==> src/rtl/tx_word_sched.sv <==
// tx_word_sched: round-robin scheduler for two 32-bit requesters, serialized MSB byte first.
// Define TX_WORD_SCHED_IDLE_FILL_EN to drive IDLE_BYTE with idle_out=1 while idle.
module tx_word_sched #(
  parameter logic [7:0] IDLE_BYTE = 8'hBC
) (
  input  logic        clk_4f,
  input  logic        reset,
  input  logic        req_a,
  input  logic [31:0] data_a,
  output logic        gnt_a,
  input  logic        req_b,
  input  logic [31:0] data_b,
  output logic        gnt_b,
  output logic [7:0]  data_out,
  output logic        valid_out,
  output logic        first_out,
  output logic        src_out,
  output logic        idle_out
);

`ifdef TX_WORD_SCHED_IDLE_FILL_EN
  localparam logic FILL_EN = 1'b1;
`else
  localparam logic FILL_EN = 1'b0;
`endif

  localparam logic [7:0] IDLE_DATA = IDLE_BYTE & {8{FILL_EN}};

  logic [1:0]  r_phase;
  logic [31:0] r_hold;
  logic        r_last;
  logic [7:0]  r_data;
  logic        r_valid;
  logic        r_first;
  logic        r_src;
  logic        r_idle;

  logic        w_ready;
  logic        w_gnt_a;
  logic        w_gnt_b;
  logic [31:0] w_word;
  logic [7:0]  w_byte;

  // r_last names the previous winner; a tie goes to the other side
  assign w_ready = !reset && (r_phase == 2'd0);
  assign w_gnt_a = w_ready && req_a && (!req_b || r_last);
  assign w_gnt_b = w_ready && req_b && (!req_a || !r_last);
  assign w_word  = w_gnt_b ? data_b : data_a;

  always_comb begin
    w_byte = r_hold[7:0];
    case (r_phase)
      2'd3:    w_byte = r_hold[23:16];
      2'd2:    w_byte = r_hold[15:8];
      default: w_byte = r_hold[7:0];
    endcase
  end

  always_ff @(posedge clk_4f) begin
    if (reset) begin
      r_phase <= 2'd0;
      r_hold  <= 32'd0;
      r_last  <= 1'b1;
      r_data  <= 8'h00;
      r_valid <= 1'b0;
      r_first <= 1'b0;
      r_src   <= 1'b0;
      r_idle  <= 1'b0;
    end else if (w_gnt_a || w_gnt_b) begin
      r_phase <= 2'd3;
      r_hold  <= w_word;
      r_last  <= w_gnt_b;
      r_data  <= w_word[31:24];
      r_valid <= 1'b1;
      r_first <= 1'b1;
      r_src   <= w_gnt_b;
      r_idle  <= 1'b0;
    end else if (r_phase != 2'd0) begin
      r_phase <= r_phase - 2'd1;
      r_data  <= w_byte;
      r_valid <= 1'b1;
      r_first <= 1'b0;
      r_idle  <= 1'b0;
    end else begin
      r_data  <= IDLE_DATA;
      r_valid <= 1'b0;
      r_first <= 1'b0;
      r_idle  <= FILL_EN;
    end
  end

  assign gnt_a     = w_gnt_a;
  assign gnt_b     = w_gnt_b;
  assign data_out  = r_data;
  assign valid_out = r_valid;
  assign first_out = r_first;
  assign src_out   = r_src;
  assign idle_out  = r_idle;

endmodule

==> config.mk <==
export PLATFORM = sky130hd
export DESIGN_NAME = tx_word_sched
export DESIGN_NICKNAME = d
export VERILOG_FILES = /design/src/rtl/tx_word_sched.sv
export SDC_FILE = /design/constraint.sdc
export NUM_CORES = 1
export LEC_CHECK = 0
export BUFFER_PORTS_ARGS = -buffer_cell sky130_fd_sc_hd__buf_4
export CAP_MARGIN = 15
export CORE_MARGIN = 3
export CORE_UTILIZATION = 48
export CTS_BUF_LIST = sky130_fd_sc_hd__clkbuf_16
export CTS_CLUSTER_SIZE = 10
export DETAILED_ROUTE_END_ITERATION = 6
export PLACE_DENSITY = 0.89
export SETUP_SLACK_MARGIN = 0.3
export SKIP_CTS_REPAIR_TIMING = 1
export SYNTH_ARGS = -nofsm -noshare
export SYNTH_HDL_FRONTEND = slang
export SYNTH_SLANG_ARGS = --single-unit
==> constraint.sdc <==
create_clock -name clk_4f -period 1.9 [get_ports clk_4f]
set_clock_uncertainty 0.2 [all_clocks]
set_input_delay 0.19 -clock clk_4f [delete_from_list [all_inputs] [get_ports clk_4f]]
set_output_delay 0.19 -clock clk_4f [all_outputs]
set_load 0.1 [all_outputs]
==> results.toml <==
[sta]
fmax_mhz = 555
setup_tns_ns = 0
fin_crit_ns = 1.80
min_period_over_period_pct = 94.9
finalHoldViolCount = 0
drv_slew = 0
rsz0062_at_grt = "yes"
setup_violations = 0
worst_slack_ns = 0.0975

[place]
dp_slack_ns = 0.216
gp_congestion = 0.783
dp_hpwl_mm = 3.74
placed_cell_area_um2 = 2670
io_buffer_count = 80

[drt]
drt_pass1_iterations = 4
dr.first_iter.drc_count = 88
viasPerCell = 5.67
routed-via-count = 1850
final_antenna_net_count = 0
wl_per_cell_um = 17.9
route.final.wire_length_mm = 5.83
drc = 0

[synthesis]
synth_edf_count = 0
yosysMostFrequentCell = "dfxtp_1"
synth_top_area_share_pct = 36.5
yosysSeqAreaShare_pct = 36.5
yosysUniqueCellTypes = 32
syn_nets = 261
synth_seq_cells = 38
synthFlopType = "dfxtp_1"
synth_area_um2 = 2080
yosys_warnings = 0
netlist.top_cell.by_area = "dfxtp_1"
async_reset_ff_share_pct = 0
synth_commonest_cells = "dfxtp_1, mux2i_1, a211oi_2, a21oi_1, a21oi_2"
synthTopCellsByArea = "dfxtp_1, mux2i_1, a211oi_2, a21oi_2, a21oi_1"
avgSynthCellArea_um2 = 11.0
synthCells = 190

[power_and_ir_drop]
pwr-share-clk_pct = 19.1
power.internal_mw = 2.35
cellPowerDensity_nw_per_um2 = 1360
p_leak_nw = 1.25
swShare_pct = 43.4
p_sw_mw = 1.80
power_frac_seq_pct = 28.5
ir_worst_vdd_mv = 0.629
combPwrFrac_pct = 52.4

[grt]
grt_usage_pct = 19.7
globalRouteOverflowTotal = 0
grt_pass1_vias = 1743
grt_max_degree = 31
antenna_found_initial = 0
grt_pass1_wl_mm = 8.04

[die]
coreArea_um2 = 4090
die-area_um2 = 5170
ioPinCount = 82
start_util_pct = 51.0
die_h_um = 71.9
rows = 23
dieWidth_um = 71.9

[setup_path]
critical_path_class = "reg -> out"
crit_required_ns = 1.51
crit_path_end_kind = "output pin"
crit_path_start = "r_phase[0]"
path_max_fanout = 5
rr_startpoint = "r_phase[1]"
arrival_ns = 1.41
crit_path_start_kind = "register"

[clock_tree]
cts-htree-levels = 2
clock_path_buffers = 2
numCtsBuffers = 5
cts.sinks = 38
worstSkewPairLatency_ns = 0.28
cts_tree = "built"
root_buffer = "clkbuf_16"
cts.clk_slew.worst_paths_ns = 0.06

[cells_and_area]
stdcell_area_um2 = 3050
syn2layout_area_growth_pct = 46.5
finalNetCount = 346
drive_gt1_share_pct = 58.7
diodes = 0

[worst_hold_path]
hp-class = "in -> reg"
hp-start = "data_a[29]"

[outcome]
status = "finished clean"

[flow_run]
maxCapViolCount = 0
[cell families after synthesis]
family                     after synthesis  synth area share [%]
buffers and inverters                   24                  9.24
and+or+nand+nor                         10                  3.66
muxes                                   32                  15.4
DFF                                     38                  36.5
other                                    1                 0.180
AOI/OAI and AO/OA                       82                  33.3
adders and majority gates                3                  1.80
[metal layers]
layer	up-vias	routed length [µm]	GRT usage, %
met2	67	2950	32.1
met1	885	2450	25.6
li1	887	-	-
met5	-	0	0
met3	11	343	4.29
met4	0	92	7.52
[power by group through the flow]
stage,logic (mW),clock network (mW),registers (mW)
floorplan,1.02,0,1.61
global placement,1.75,0,1.17
detailed placement,1.79,0,1.17
CTS,1.80,0.793,1.16
global route,2.29,0.837,1.20
finish,2.17,0.792,1.18
[critical path, stage by stage, from the launching register on]
cell and delay, ns:
dfxtp_4 0.36, inv_4 0.06, ha_4 0.14, and2b_4 0.19, and3_4 0.20, buf_12 0.17
[state kept, by name (all words and copies together), names as in the netlist]
signal     cells
r_hold        24
data_out       8
r_phase        2
first_out      1
r_last         1
src_out        1
valid_out      1
[cell type report]
class | count | area (µm²)
Inverter | 5 | 47.5
Timing Repair inverter | 2 | 22.5
Clock inverter | 3 | 12.5
Tap cell | 50 | 62.6
Fill cell | 303 | 1030
Sequential cell | 38 | 769
Timing Repair Buffer | 95 | 810
Clock buffer | 5 | 125
Multi-Input combinational cell | 128 | 1200
[per-stage QoR]
stage / hold WS, ns / cells / power, mW / util, %
6_report: 0.0176 / 326 / 4.14 / 74.7
5_1_grt: 0.0333 / 326 / 4.33 / 74.7
4_1_cts: 0.0189 / 315 / 3.75 / 68.6
3_5_place_dp: 0.263 / 307 / 2.96 / 65.2
3_3_place_gp: 0.258 / 307 / 2.92 / 65.2
2_1_floorplan: 0.200 / 190 / 2.63 / -
[final timing paths]
kind / to / depth (start not counted) / slack [ns]
worst max-delay path: gnt_a / 5 / 0.1
worst min-delay path: data_out[5] / 3 / 0.02
worst max register to register: r_hold[11] / 8 / 0.18
worst min register to register: r_phase[0] / 1 / 0.29
[cells in the final DEF, fill, tap and decap left out, types with 2 or more instances in the layout]
| cell | count |
|---|---|
| dfxtp_4 | 2 |
| o22ai_1 | 8 |
| a22o_1 | 8 |
| buf_12 | 6 |
| inv_1 | 3 |
| clkbuf_16 | 6 |
| dfxtp_1 | 35 |
| a21oi_4 | 2 |
| inv_8 | 2 |
| buf_4 | 87 |
| mux2i_1 | 32 |
| a21oi_1 | 16 |
| a211oi_2 | 21 |
| a211oi_1 | 5 |
| or2_2 | 2 |
| a21oi_2 | 18 |
| ha_2 | 2 |
Power figures use the tool's default switching activity.
